$ cat config.mk
export PLATFORM = sky130hd
export DESIGN_NAME = op_dispatch
export DESIGN_NICKNAME = d
export VERILOG_FILES = /design/src/rtl/op_dispatch.sv
export SDC_FILE = /design/constraint.sdc
export NUM_CORES = 1
export LEC_CHECK = 0
export ABC_AREA = 1
export ABC_CLOCK_PERIOD_IN_PS = 2900
export BUFFER_PORTS_ARGS = -buffer_cell sky130_fd_sc_hd__buf_2
export CAP_MARGIN = 20
export CORE_AREA = 2 2 114 105
export CTS_CLUSTER_SIZE = 24
export DETAILED_ROUTE_END_ITERATION = 8
export DIE_AREA = 0 0 116 107
export GPL_TIMING_DRIVEN = 0
export PLACE_DENSITY = 0.82
export SYNTH_ARGS = -nofsm -noshare
export SYNTH_HDL_FRONTEND = slang
export SYNTH_SLANG_ARGS = --single-unit
$ cat constraint.sdc
create_clock -name clk -period 2.9 [get_ports clk]
set_input_delay 0.87 -clock clk [delete_from_list [all_inputs] [get_ports clk]]
set_output_delay 0.87 -clock clk [all_outputs]
set_load 0.02 [all_outputs]
$ cat src/rtl/op_dispatch.sv
// op_dispatch: accepts one operation request at a time and forwards the
// captured operands to an add/sub, multiply or CORDIC unit. It then waits,
// with a bounded timeout, for that unit's ready and captures its result.
module op_dispatch #(
    parameter int W       = 32,
    parameter int TIMEOUT = 255
) (
    input  logic         clk,
    input  logic         rst,
    input  logic         start,
    output logic         ready,
    input  logic [2:0]   operation,
    input  logic [W-1:0] op_a,
    input  logic [W-1:0] op_b,
    output logic [W-1:0] data_a,
    output logic [W-1:0] data_b,
    output logic         beg_add_subt,
    output logic         beg_mult,
    output logic         beg_cordic,
    output logic         op_mod_add_subt,
    output logic         op_mod_cordic,
    input  logic         ready_add_subt,
    input  logic         ready_mult,
    input  logic         ready_cordic,
    input  logic [W-1:0] result_add_subt,
    input  logic [W-1:0] result_mult,
    input  logic [W-1:0] result_cordic,
    output logic [W-1:0] result,
    output logic         done,
    output logic         err_op,
    output logic         err_timeout
);

    localparam int              CW     = (TIMEOUT > 0) ? $clog2(TIMEOUT + 1) : 1;
    localparam logic [CW-1:0]   TO_VAL = CW'(TIMEOUT);

    localparam logic [1:0] IDLE  = 2'd0;
    localparam logic [1:0] ISSUE = 2'd1;
    localparam logic [1:0] WAIT  = 2'd2;
    localparam logic [1:0] DONE  = 2'd3;

    localparam logic [2:0] OP_ADD  = 3'b000;
    localparam logic [2:0] OP_SUB  = 3'b001;
    localparam logic [2:0] OP_MULT = 3'b010;
    localparam logic [2:0] OP_COR0 = 3'b011;
    localparam logic [2:0] OP_COR1 = 3'b100;

    logic [1:0]    r_state;
    logic [2:0]    r_op;
    logic [W-1:0]  r_a;
    logic [W-1:0]  r_b;
    logic [W-1:0]  r_result;
    logic [CW-1:0] r_cnt;
    logic          r_err_op;
    logic          r_err_to;

    logic          w_legal;
    logic          w_sel_add;
    logic          w_sel_mult;
    logic          w_sel_cordic;
    logic          w_sel_ready;
    logic [W-1:0]  w_sel_result;

    assign w_legal = (operation <= OP_COR1);

    // Decode which unit the captured opcode targets
    always_comb begin
        w_sel_add    = 1'b0;
        w_sel_mult   = 1'b0;
        w_sel_cordic = 1'b0;
        case (r_op)
            OP_ADD, OP_SUB:   w_sel_add    = 1'b1;
            OP_MULT:          w_sel_mult   = 1'b1;
            OP_COR0, OP_COR1: w_sel_cordic = 1'b1;
            default:          ;
        endcase
    end

    // Route only the selected unit's handshake and result; others are ignored
    always_comb begin
        w_sel_ready  = 1'b0;
        w_sel_result = '0;
        if (w_sel_add) begin
            w_sel_ready  = ready_add_subt;
            w_sel_result = result_add_subt;
        end else if (w_sel_mult) begin
            w_sel_ready  = ready_mult;
            w_sel_result = result_mult;
        end else if (w_sel_cordic) begin
            w_sel_ready  = ready_cordic;
            w_sel_result = result_cordic;
        end
    end

    // Control FSM with operand capture, timeout counter and result capture
    always_ff @(posedge clk or negedge rst) begin
        if (!rst) begin
            r_state  <= IDLE;
            r_op     <= '0;
            r_a      <= '0;
            r_b      <= '0;
            r_result <= '0;
            r_cnt    <= '0;
            r_err_op <= 1'b0;
            r_err_to <= 1'b0;
        end else begin
            case (r_state)
                IDLE: begin
                    if (start) begin
                        r_op <= operation;
                        r_a  <= op_a;
                        r_b  <= op_b;
                        if (w_legal) begin
                            r_state <= ISSUE;
                        end else begin
                            r_state  <= DONE;
                            r_err_op <= 1'b1;
                            r_result <= '0;
                        end
                    end
                end
                ISSUE: begin
                    r_state <= WAIT;
                    r_cnt   <= '0;
                end
                WAIT: begin
                    // A ready arriving on the final count still completes normally
                    if (w_sel_ready) begin
                        r_state  <= DONE;
                        r_result <= w_sel_result;
                        r_err_to <= 1'b0;
                    end else if (r_cnt == TO_VAL) begin
                        r_state  <= DONE;
                        r_result <= '0;
                        r_err_to <= 1'b1;
                    end else begin
                        r_cnt <= r_cnt + CW'(1);
                    end
                end
                default: begin
                    r_state  <= IDLE;
                    r_err_op <= 1'b0;
                    r_err_to <= 1'b0;
                end
            endcase
        end
    end

    assign ready           = (r_state == IDLE);
    assign done            = (r_state == DONE);
    assign err_op          = done & r_err_op;
    assign err_timeout     = done & r_err_to;
    assign beg_add_subt    = (r_state == ISSUE) & w_sel_add;
    assign beg_mult        = (r_state == ISSUE) & w_sel_mult;
    assign beg_cordic      = (r_state == ISSUE) & w_sel_cordic;
    assign op_mod_add_subt = (r_state != IDLE) & (r_op == OP_SUB);
    assign op_mod_cordic   = (r_state != IDLE) & (r_op == OP_COR1);
    assign data_a          = r_a;
    assign data_b          = r_b;
    assign result          = r_result;

endmodule

* After elaboration in Yosys (flattened, before gate mapping)
Cells that the tools add are included.
Storage, ports and cells: register bits after elaboration 111, bits of input ports 169, logic and storage cells 75, output and inout bits 105
Cells by class: bitwise gates (word level) 9, equality and inequality tests 13, reductions and logical operators 15, magnitude comparators 1, add/subtract/negate cells 1, muxes and demuxes 28
Operators by type and width (number):
- 32-bit 2-to-1 mux | 7
- 32-bit one-hot mux with 2 select lines | 1
- 8-bit 2-to-1 mux | 2
- 8-bit one-hot mux with 2 select lines | 1
- 1-bit 2-to-1 mux | 10
- 8-bit by 1-bit adder with 8-bit output, second input constant | 1
- 8-bit == test, second input constant | 1
- 2-bit 2-to-1 mux | 4
- 2-bit != test, second input constant | 4
- 2-bit OR reduction | 4
- 1-bit AND | 7
- 3-bit by 2-bit == test with 1-bit output, second input constant | 2
- 2-bit one-hot mux with 3 select lines | 1
- 2-bit AND reduction | 3
- 3-bit AND reduction | 2
- 2-bit nonzero test | 3
- 2-bit == test, second input constant | 2
- 1-bit one-hot mux with 2 select lines | 2
- 4-bit AND reduction | 1
- 3-bit by 1-bit == test with 1-bit output, second input constant | 1
- 3-bit == test, second input constant | 1
- 3-bit less-or-equal comparator, second input constant | 1
- 3-bit logical NOT | 1
- 3-bit != test, second input constant | 1
- other kinds (3) | 4

* Depth between registers and ports, before layout
Gate-level depths: netlist (run 1).
word-level depth 8, gate-level depth with buffers 11

* Worst setup path before layout (run 1)
No wires, ideal clock.
path kind register -> output, start point register r_state[0], end point output port op_mod_cordic, data arrival time 1.519 ns, cell stages (with the launch flop) 5, required time 2.030 ns, path slack 0.511 ns, path through dfrtp_1 inv_1 ha_1 clkbuf_2 nor4_1
On the way: cells in the longest elaborated chain, start to end 2
RTL lines:
- start: declaration | line 48 | logic [1:0] r_state;
- start signal: assignment | line 98 | r_state <= IDLE;
- start signal: assignment | line 114 | r_state <= ISSUE;
- start signal: assignment | line 116 | r_state <= DONE;
- 2-bit nonzero test | line 157 | assign op_mod_cordic = (r_state != IDLE) & (r_op == OP_COR1);
- 1-bit AND | line 157
- end: declaration | line 21 | output logic op_mod_cordic,
Every way passes these cells.

* Final worst setup path (run 1)
start point register r_op[1], end point output port beg_cordic
On the way: cells in the longest elaborated chain, start to end 4
RTL lines:
- start: declaration | line 49 | logic [2:0] r_op;
- start signal: assignment | line 110 | r_op <= operation;
- 3-bit == test or 3-bit by 2-bit == test with 1-bit output (tied branches) | line 71 | case (r_op)
- 2-bit OR reduction (*) | line 71
- 1-bit 2-to-1 mux (*) | line 71
- 1-bit AND (*) | line 155 | assign beg_cordic = (r_state == ISSUE) & w_sel_cordic;
- end: declaration | line 19 | output logic beg_cordic,
Mark *: on every way between the ends. The rest lies on a longest branch, timed or not.

==> out/results.tsv, run 1 <==
stage	metric	value	unit
logic_synthesis	Yosys reg bits	111	
timing	Period minus WS final	2.736	ns
worst_setup_path	CP Max Fanout	10	
power_and_ir_drop	Switching Share	46.94	%
place	placed cell areas	7124	µm²
worst_hold_path	Min-Delay Startpoint	result[10]	
layout	final core occ	66.31	%
floorplanning	effective utilization at floorplan	49.39	%
layout	area delta synth->final	34.26	%
worst_setup_path	R2R setup slack	0.84	ns
layout	most frequent cells in the layout	318 x nand2_1, 284 x buf_2, 111 x dfrtp_1	
logic_synthesis	Avg Synthesized Cell Area	7.749	µm²
drt	Remaining DRCs	0	
logic_synthesis	yosys warns	0	
place	hpwl dp	13.00	mm
timing	Setup Skew	0.009923	ns
floorplanning	num rows	37	
power_and_ir_drop	Clk pwr share	15.5	%
logic_synthesis	Synthesized Nets	888	
drt	post-DR wirelength/cell	14.32	µm
timing	Peak Freq	365.5	MHz
timing	Slew HR	64.22	%
grt	Overall Global Routing Usage	27.00	%
drt	Via Count	5628	
power_and_ir_drop	P_leak	4.343	nW
place	port bufs	273	
timing	RSZ-0062 raised after global routing	false	
worst_setup_path	WP buf/inv	3	
power_and_ir_drop	sequential fraction of design power	31.5	%
job	Max Cap Violations	0	
cts	Post-CTS Setup Inserts	0	
power_and_ir_drop	Worst VDD drop	0.6262	mV
drt	ANT nets after route	0	
logic_synthesis	Seq/Total Area, Yosys	50.20	%
floorplanning	height of the chip	107	µm
worst_setup_path	CP Data Required Time	2.03	ns
grt	first-pass GRT wire length	26.10	mm
cts	hold_buf cts	0	
run_status	outcome	finished, final reports clean	
worst_setup_path	Worst Setup EP	beg_cordic	
worst_setup_path	Critical-path top delay cell	o21ai_2	
worst_hold_path	worst min path class	reg -> reg	
grt	vias in the first global route	5442	
grt	Congestion Overflow GR	0	
grt	pin count of the biggest net entering global routing	74	
timing	Setup violations, final	0	
floorplanning	Core ar.	11200	µm²
timing	Tightest Pin Transition	0.5367	ns
logic_synthesis	Cell variety after synth	33	
worst_setup_path	critical path's largest stage delay	0.38	ns
floorplanning	DIE WIDTH	116	µm
worst_setup_path	CP Data Arrival Time	1.87	ns
cts	Max H-tree Level	3	
timing	post-route setup TNS	0	ns
layout	layout cells sized above 1	32.20	%
worst_setup_path	most frequent CP cell	buf_2	
power_and_ir_drop	Psw	0.003757	W
power_and_ir_drop	Gate power share	53.0	%
cts	Clock Root Buffer	clkbuf_16	
drt	DRT Pass-1 Iters	4	
drt	starting DRC count in detailed routing	345	
worst_setup_path	critical path type	reg -> out	
floorplanning	I/O pins	274	
worst_setup_path	CP Launch Point	r_op[1]	
worst_setup_path	Crit path depth	6	
cts	Reg clk slew, reported paths	0.07	ns
worst_setup_path	FF-to-FF End	data_a[23]	
grt	initial antenna violation count	1	
cts	clk sinks	111	
drt	drt total wl	16.62	mm
worst_setup_path	CP delay by family, top	buffers and inverters	
layout	Final nets	1173	
logic_synthesis	Cell Area, Synth	5533	µm²
worst_setup_path	R2R depth	9	
cts	CTS max path bufs	2	
timing	final hold vios	0	
timing	crit share post-route	94.33	%
worst_setup_path	CP cell instances	buf_2 -> o21ai_2 -> buf_2 -> nand2_1 -> nor2_1 -> buf_2	
worst_setup_path	worst r2r src	r_state[0]	
power_and_ir_drop	total power	0.008005	W
layout	post-route cell area	7428	µm²
cts	Worst-Skew Late Latency	0.34	ns
cts	CTS resizes	1	
timing	final slew viol count	0	
power_and_ir_drop	pwr/cell area	1078	nW/µm²
layout	most common cell after layout, fill and taps aside	nand2_1	
cts	TritonCTS clock tree	built	
floorplanning	Die ar.	12410	µm²
logic_synthesis	Mapped Cells	714	
worst_setup_path	CP startpoint kind	register	
drt	number of vias per cell	4.852	
worst_setup_path	Worst Setup End Kind	output port	
place	GPL Wtd Cong	0.8784	
cts	Num CTS Buffers	9	
power_and_ir_drop	Int Power	0.004247	W
worst reg2reg max path, cell delays in order, from the launching register on:
cell	delay, ns
dfrtp_1	0.40
inv_1	0.11
ha_1	0.17
clkbuf_2	0.20
nand2_1	0.14
clkinv_1	0.14
buf_2	0.26
buf_1	0.39
nand2_1	0.12
nand2_1	0.08
synth_stat cells (all sizes together):
| master | number | area, µm² |
|---|---|---|
| nor3b | 1 | 7.510 |
| nor3 | 2 | 15.01 |
| nor4 | 1 | 6.260 |
| clkinv | 1 | 3.750 |
| nand2 | 321 | 1212 |
| o21a | 32 | 240.2 |
| ha | 5 | 62.56 |
| nor2 | 22 | 116.4 |
| xor2 | 2 | 17.52 |
| o21ai | 11 | 58.81 |
| buf | 20 | 135.1 |
| a21oi | 37 | 188.9 |
| a211oi | 1 | 7.510 |
| nand3 | 72 | 382.9 |
| inv | 51 | 191.4 |
| nand4 | 3 | 25.02 |
| dfrtp | 111 | 2778 |
| o31ai | 1 | 7.510 |
| clkbuf | 20 | 76.32 |
sequential cells by signal, summed over array words and instances (netlist names):
signal	count
data_a	32
data_b	32
r_cnt	8
r_err_op	1
r_err_to	1
r_op	3
r_state	2
result	32
area by class of cell:
cell class | count | area (µm²)
fillers | 1027 | 3775
flip-flops and latches | 111 | 2778
multi-input cells | 511 | 2354
repair buffers | 274 | 1396
clock buffers | 10 | 229.0
plain buffers | 40 | 212.7
inverters | 52 | 195.2
well taps | 156 | 195.2
clock inverters | 5 | 66.31
diodes | 1 | 2.502
kinds of logic after synthesis:
| kind of cell | Yosys count | synth area share [%] |
|---|---|---|
| AOI/OAI and AO/OA | 82 | 9.091 |
| xor gates and xnor gates | 2 | 0.3167 |
| adders and majority gates | 5 | 1.131 |
| buffers and inverters | 92 | 7.349 |
| DFF | 111 | 50.20 |
| and+or+nand+nor | 422 | 31.91 |
routing by layer:
metal / global-route usage [%] / wire length [µm] / share of wire [%]
met5: 0 / 0 / 0
met3: 7.575 / 1369 / 8.2
met1: 31.46 / 6574 / 40
met2: 48.16 / 8347 / 50
met4: 8.163 / 324 / 2.0
power groups by stage:
stage               sequential, W  combinational, W  clock [W]
finish                    0.00252           0.00424    0.00124
global route              0.00260           0.00470    0.00133
CTS                       0.00251           0.00428    0.00127
detailed placement        0.00251           0.00428          0
global placement          0.00252           0.00418          0
floorplan                 0.00321           0.00214          0
stage by stage:
| stage | worst slack, ns | std cells | hold slack (ns) |
|---|---|---|---|
| 5_1_grt | 0.06208 | 1160 | 0.4996 |
| 3_5_place_dp | 0.3693 | 1144 | 0.4598 |
| 6_report | 0.1644 | 1160 | 0.4778 |
| 3_3_place_gp | -0.3385 | 1143 | 0.4576 |
| 2_1_floorplan | 0.5113 | 714 | 0.4677 |
| 4_1_cts | 0.1286 | 1159 | 0.4796 |
worst min-delay path by stage:
stage / depth (start not counted) / endpoint
2_1_floorplan: 2 / r_cnt[1]
3_3_place_gp: 2 / result[26]
3_5_place_dp: 2 / data_b[27]
4_1_cts: 2 / result[24]
5_1_grt: 2 / result[1]
6_report: 2 / result[10]
(Power assumes the default switching activity.)
==> inputs of run 2 (changes only) <==
--- a/config.mk
+++ b/config.mk
@@ -7,7 +7,7 @@
 export LEC_CHECK = 0
 export ABC_AREA = 1
 export ABC_CLOCK_PERIOD_IN_PS = 2900
-export BUFFER_PORTS_ARGS = -buffer_cell sky130_fd_sc_hd__buf_2
+export BUFFER_PORTS_ARGS = -buffer_cell sky130_fd_sc_hd__clkbuf_2
 export CAP_MARGIN = 20
 export CORE_AREA = 2 2 114 105
 export CTS_CLUSTER_SIZE = 24
==> out/results.tsv, run 2 (synthesized netlist as in run 1, its figures left out) <==
stage	metric	value	unit	change
layout	area delta synth->final	33.83	%	was 34.26%
worst_setup_path	CP startpoint kind	register		unchanged
floorplanning	effective utilization at floorplan	49.39	%	unchanged
worst_setup_path	most frequent CP cell	buf_2		unchanged
power_and_ir_drop	Worst VDD drop	0.6361	mV	was 0.6262 mV
grt	Congestion Overflow GR	0		unchanged
timing	crit share post-route	94.50	%	was 94.33%
worst_setup_path	R2R setup slack	0.84	ns	about the same
drt	starting DRC count in detailed routing	385		was 345
grt	vias in the first global route	5278		was 5442
grt	first-pass GRT wire length	25.47	mm	was 26.10 mm
floorplanning	I/O pins	274		unchanged
worst_setup_path	CP delay by family, top	buffers and inverters		unchanged
timing	RSZ-0062 raised after global routing	false		unchanged
timing	final slew viol count	0		unchanged
layout	Reg area	2778	µm²	unchanged
worst_hold_path	worst min path class	reg -> reg		unchanged
drt	number of vias per cell	4.867		was 4.852
worst_hold_path	worst hold path depth	2		unchanged
cts	TritonCTS clock tree	built		unchanged
layout	most frequent cells in the layout	318 x nand2_1, 274 x clkbuf_2, 111 x dfrtp_1		was 318 x nand2_1, 284 x buf_2, 111 x dfrtp_1
floorplanning	Core ar.	11200	µm²	unchanged
cts	Reg clk slew, reported paths	0.07	ns	about the same
timing	Tightest Pin Transition	0.8624	ns	was 0.5367 ns
floorplanning	height of the chip	107	µm	unchanged
grt	Overall Global Routing Usage	26.56	%	was 27.00%
drt	Remaining DRCs	0		unchanged
layout	final core occ	66.09	%	was 66.31%
worst_setup_path	CP cell instances	buf_2 -> o21ai_2 -> buf_2 -> nand2_1 -> nor2_1 -> clkbuf_2		was buf_2 -> o21ai_2 -> buf_2 -> nand2_1 -> nor2_1 -> buf_2
place	dpl ws	0.3692	ns	was 0.3693 ns
worst_setup_path	worst r2r src	r_state[1]		was r_state[0]
power_and_ir_drop	P_leak	4.329	nW	was 4.343 nW
power_and_ir_drop	pwr/cell area	1079	nW/µm²	was 1078 nW/µm²
run_status	outcome	finished, final reports clean		unchanged
timing	Setup Skew	0.01026	ns	was 0.009923 ns
timing	Period minus WS final	2.740	ns	was 2.736 ns
cts	hold_buf cts	0		unchanged
layout	layout cells sized above 1	32.30	%	was 32.20%
grt	initial antenna violation count	0		was 1
timing	Slew HR	42.51	%	was 64.22%
worst_setup_path	WP buf/inv	3		unchanged
timing	final hold vios	0		unchanged
place	GPL Wtd Cong	0.8473		was 0.8784
timing	Setup violations, final	0		unchanged
layout	most common cell after layout, fill and taps aside	nand2_1		unchanged
worst_setup_path	CP Max Fanout	10		unchanged
worst_setup_path	Critical-path top delay cell	o21ai_2		unchanged
worst_hold_path	sink of the worst hold path	data_a[4]		was result[10]
worst_setup_path	Worst Setup End Kind	output port		unchanged
worst_hold_path	Min-Delay Startpoint	data_a[4]		was result[10]
drt	DRT Pass-1 Iters	5		was 4
layout	post-route cell area	7405	µm²	was 7428 µm²
drt	ANT nets after route	0		unchanged
worst_setup_path	critical path's largest stage delay	0.38	ns	about the same
drt	drt total wl	16.31	mm	was 16.62 mm
cts	Worst-Skew Late Latency	0.35	ns	was 0.34 ns
job	Max Cap Violations	0		unchanged
drt	Via Count	5641		was 5628
floorplanning	Die ar.	12410	µm²	unchanged
worst_setup_path	R2R depth	9		unchanged
cts	Num CTS Buffers	9		unchanged
layout	footprint of the multi-input gates	2354	µm²	unchanged
worst_setup_path	critical path type	reg -> out		unchanged
place	placed cell areas	7103	µm²	was 7124 µm²
worst_setup_path	CP Data Arrival Time	1.87	ns	about the same
cts	CTS max path bufs	2		unchanged
floorplanning	DIE WIDTH	116	µm	unchanged
place	port bufs	273		unchanged
worst_setup_path	CP Data Required Time	2.03	ns	about the same
layout	Antenna diodes	0		was 1
cts	clk sinks	111		unchanged
worst_setup_path	FF-to-FF End	data_a[22]		was data_a[23]
timing	Final WS setup	0.1596	ns	was 0.1644 ns
cts	Clock Root Buffer	clkbuf_16		unchanged
cts	Max H-tree Level	3		unchanged
place	hpwl dp	12.70	mm	was 13.00 mm
layout	Fillers	1044		was 1027
drt	post-DR wirelength/cell	14.07	µm	was 14.32 µm
grt	pin count of the biggest net entering global routing	112		was 74
layout	Final nets	1172		was 1173
floorplanning	num rows	37		unchanged
timing	Peak Freq	364.9	MHz	was 365.5 MHz
==> run 2: cell types whose count changed in the layout (fill, tap and decap cells not counted), moves of 2 or more <==
cell,change
inv_6,+2
buf_2,-272
clkbuf_8,+2
clkbuf_2,+272
==> run 2: area by class of cell <==
type,count,area share [%]
clock inverter,6,0.7604
clock buffer,10,3.227
tap,156,2.636
buffer,40,2.873
inverter,52,2.636
multi-input combinational,511,31.78
timing repair buffer,273,18.57
sequential,111,37.51
==> run 2: tightest hold or removal path: stages, from the launching register on <==
cell and delay [ns]:
dfrtp_1 0.35, nand2_1 0.05, nand2_1 0.05
==> run 2: per-stage QoR <==
stage               instances  TNS [ns]  power, W  hold slack (ns)
global route             1159         0  0.008599           0.5022
floorplan                 714         0  0.005341           0.4677
CTS                      1159         0  0.008032           0.4844
global placement         1143    -67.88  0.006706           0.4618
finish                   1159         0  0.007989           0.4800
detailed placement       1143         0  0.006772           0.4641
==> run 2: worst max-delay path by stage <==
stage / from / to / slack, ns / cells past startpoint
5_1_grt: r_op[0] / beg_mult / 0.05 / 5
2_1_floorplan: r_state[0] / op_mod_cordic / 0.51 / 4
6_report: r_op[1] / beg_cordic / 0.16 / 6
3_3_place_gp: rst / result[13] / -0.62 / 1
4_1_cts: r_op[1] / op_mod_add_subt / 0.12 / 6
3_5_place_dp: r_op[1] / op_mod_add_subt / 0.37 / 6
==> run 2: routing by layer <==
| metal | vias up | global-route usage [%] | routed length [µm] | share of wire [%] |
|---|---|---|---|---|
| li1 | 2810 | - | - | - |
| met3 | 26 | 7.858 | 1425 | 8.7 |
| met2 | 231 | 45.57 | 7968 | 49 |
| met1 | 2574 | 31.47 | 6513 | 40 |
| met4 | 0 | 9.864 | 399 | 2.4 |
| met5 | - | 0 | 0 | 0 |
==> run 2: repair_timing <==
action,4_1_cts,5_1_grt
setup buffers,0,0
gates cloned,0,0
gates resized for setup,1,1
setup endpoints to repair,1,1
==> run 2: power by group <==
part / switching [W] / total (W) / internal [W]
clock network: 0.000603 / 0.00123 / 0.000629
logic: 0.00283 / 0.00421 / 0.00139
registers: 0.000376 / 0.00254 / 0.00217
total: 0.00381 / 0.00799 / 0.00418
==> inputs of run 3 (changes only) <==
==> config.mk (replaced) <==
export PLATFORM = sky130hd
export DESIGN_NAME = op_dispatch
export DESIGN_NICKNAME = d
export VERILOG_FILES = /design/src/rtl/op_dispatch.sv
export SDC_FILE = /design/constraint.sdc
export NUM_CORES = 1
export LEC_CHECK = 0
export ABC_AREA = 1
export ABC_CLOCK_PERIOD_IN_PS = 2600
export BUFFER_PORTS_ARGS = -buffer_cell sky130_fd_sc_hd__clkbuf_2
export CAP_MARGIN = 20
export CORE_AREA = 2 2 119 110
export CTS_CLUSTER_SIZE = 24
export DETAILED_ROUTE_END_ITERATION = 8
export DIE_AREA = 0 0 121 112
export GPL_TIMING_DRIVEN = 0
export PLACE_DENSITY = 0.76
export SYNTH_ARGS = -nofsm -noshare
export SYNTH_HDL_FRONTEND = slang
export SYNTH_SLANG_ARGS = --single-unit
==> constraint.sdc (replaced) <==
create_clock -name clk -period 2.6 [get_ports clk]
set_input_delay 0.78 -clock clk [delete_from_list [all_inputs] [get_ports clk]]
set_output_delay 0.78 -clock clk [all_outputs]
set_load 0.02 [all_outputs]
==> out/results.tsv, run 3 (synthesized netlist as in run 1, its figures left out) <==
stage	metric	value	unit	change
run_status	outcome	finished, final reports clean		unchanged
worst_setup_path	critical path type	reg -> out		unchanged
timing	RSZ-0062 raised after global routing	false		unchanged
layout	layout cells sized above 1	32.60	%	was 32.30%
worst_setup_path	Worst Setup End Kind	output port		unchanged
place	hpwl dp	12.54	mm	was 12.70 mm
timing	hold slack	0.4784	ns	was 0.4800 ns
timing	final hold vios	0		unchanged
timing	Tightest Pin Transition	0.8568	ns	was 0.8624 ns
worst_setup_path	CP Max Fanout	10		unchanged
worst_hold_path	Min-Delay Startpoint	result[30]		was data_a[4]
timing	Setup violations, final	0		unchanged
drt	number of vias per cell	4.808		was 4.867
layout	Fillers	1201		was 1044
layout	Final nets	1175		was 1172
job	Max Cap Violations	0		unchanged
place	port bufs	273		unchanged
floorplanning	DIE WIDTH	121	µm	was 116 µm
cts	Num CTS Buffers	9		unchanged
cts	CTS max path bufs	2		unchanged
floorplanning	effective utilization at floorplan	44.82	%	was 49.39%
layout	Antenna diodes	0		unchanged
grt	first-pass GRT wire length	26.43	mm	was 25.47 mm
timing	Setup Skew	0.007722	ns	was 0.01026 ns
place	placed cell areas	7113	µm²	was 7103 µm²
place	GPL Wtd Cong	0.8970		was 0.8473
grt	Overall Global Routing Usage	24.76	%	was 26.56%
layout	footprint of the multi-input gates	2371	µm²	was 2354 µm²
cts	Clock Root Buffer	clkbuf_16		unchanged
cts	clk sinks	111		unchanged
worst_hold_path	worst hold path depth	2		unchanged
floorplanning	height of the chip	112	µm	was 107 µm
layout	most frequent cells in the layout	318 x nand2_1, 274 x clkbuf_2, 111 x dfrtp_1		unchanged
power_and_ir_drop	Worst VDD drop	0.6826	mV	was 0.6361 mV
floorplanning	Core ar.	12350	µm²	was 11200 µm²
power_and_ir_drop	pwr/cell area	1203	nW/µm²	was 1079 nW/µm²
timing	Peak Freq	399.0	MHz	
drt	DRT Pass-1 Iters	8		was 5
worst_hold_path	worst min path class	reg -> reg		unchanged
floorplanning	num rows	39		was 37
cts	Worst-Skew Late Latency	0.35	ns	about the same
place	dpl ws	0.09482	ns	was 0.3692 ns
grt	vias in the first global route	5455		was 5278
power_and_ir_drop	P_leak	4.345	nW	was 4.329 nW
layout	most common cell after layout, fill and taps aside	nand2_1		unchanged
layout	area delta synth->final	34.62	%	was 33.83%
grt	Congestion Overflow GR	0		unchanged
grt	pin count of the biggest net entering global routing	112		unchanged
worst_setup_path	CP Launch Point	r_op[2]		was r_op[1]
layout	Reg area	2778	µm²	unchanged
worst_setup_path	worst r2r src	r_state[0]		was r_state[1]
timing	final slew viol count	0		unchanged
cts	hold_buf cts	0		unchanged
timing	crit share post-route	96.41	%	
timing	Final WS setup	0.09346	ns	was 0.1596 ns
drt	drt total wl	16.38	mm	was 16.31 mm
cts	TritonCTS clock tree	built		unchanged
worst_setup_path	CP Data Required Time	1.82	ns	was 2.03 ns
drt	ANT nets after route	0		unchanged
grt	initial antenna violation count	0		unchanged
drt	Remaining DRCs	0		unchanged
cts	Reg clk slew, reported paths	0.07	ns	about the same
worst_setup_path	CP Data Arrival Time	1.73	ns	was 1.87 ns
floorplanning	Die ar.	13550	µm²	was 12410 µm²
drt	post-DR wirelength/cell	14.00	µm	was 14.07 µm
drt	starting DRC count in detailed routing	288		was 385
timing	Period minus WS final	2.507	ns	
layout	post-route cell area	7448	µm²	was 7405 µm²
timing	Slew HR	42.88	%	was 42.51%
drt	Via Count	5625		was 5641
cts	Max H-tree Level	3		unchanged
worst_setup_path	R2R depth	8		was 9
worst_setup_path	CP startpoint kind	register		unchanged
floorplanning	I/O pins	274		unchanged
[run 3: routing by layer]
| layer | wire [µm] | vias to the layer above | GRT usage [%] | share of wire, % |
|---|---|---|---|---|
| li1 | - | 2819 | - | - |
| met1 | 6840 | 2550 | 30.36 | 42 |
| met2 | 7733 | 232 | 41.01 | 47 |
| met3 | 1434 | 24 | 7.428 | 8.8 |
| met4 | 371 | 0 | 9.535 | 2.3 |
| met5 | 0 | - | 0 | 0 |
[run 3: path summary, 6_finish.rpt]
kind / end / slack, ns
min in group asynchronous: data_b[16] / 0.54
min: result[30] / 0.48
max: beg_mult / 0.09
max reg2reg: result[6] / 0.49
min reg2reg: result[30] / 0.48
max in group asynchronous: result[16] / 1.48
[run 3: through the flow]
stage / total power [W] / std cells / TNS, ns / utilization, %
detailed placement: 0.007596 / 1151 / 0 / 57.62
CTS: 0.008975 / 1167 / 0 / 60.07
floorplan: 0.005957 / 714 / 0 / -
finish: 0.008964 / 1170 / 0 / 60.33
global placement: 0.007506 / 1151 / -95.53 / 57.55
global route: 0.009672 / 1170 / 0 / 60.33
[run 3: worst max-delay path: stages, from the launching register on]
cell and delay, ns:
dfrtp_1 0.46, inv_2 0.15, nand3_2 0.21, clkbuf_2 0.26
nor2_1 0.12, clkbuf_2 0.17
[run 3: report_power, final]
part	total [W]	internal (W)	switching [W]	leakage (nW)
Clock	0.00132	0.000667	0.000650	0.139
Sequential	0.00284	0.00242	0.000422	1.44
Combinational	0.00481	0.00160	0.00320	2.77
Total	0.00896	0.00469	0.00428	4.35
[run 3: area by class of cell]
| type | count | area share [%] |
|---|---|---|
| buffer | 40 | 2.973 |
| tap | 164 | 2.755 |
| clock buffer | 10 | 3.074 |
| multi-input combinational | 511 | 31.83 |
| clock inverter | 6 | 0.6887 |
| timing repair buffer | 276 | 18.76 |
| sequential | 111 | 37.29 |
| inverter | 52 | 2.621 |
[run 3: repair_timing]
action                                  4_1_cts  5_1_grt
endpoints found under the setup margin        4        3
pin swaps                                     0        2
cloned                                        0        0
buffers inserted                              0        3
resized for setup                             6        4
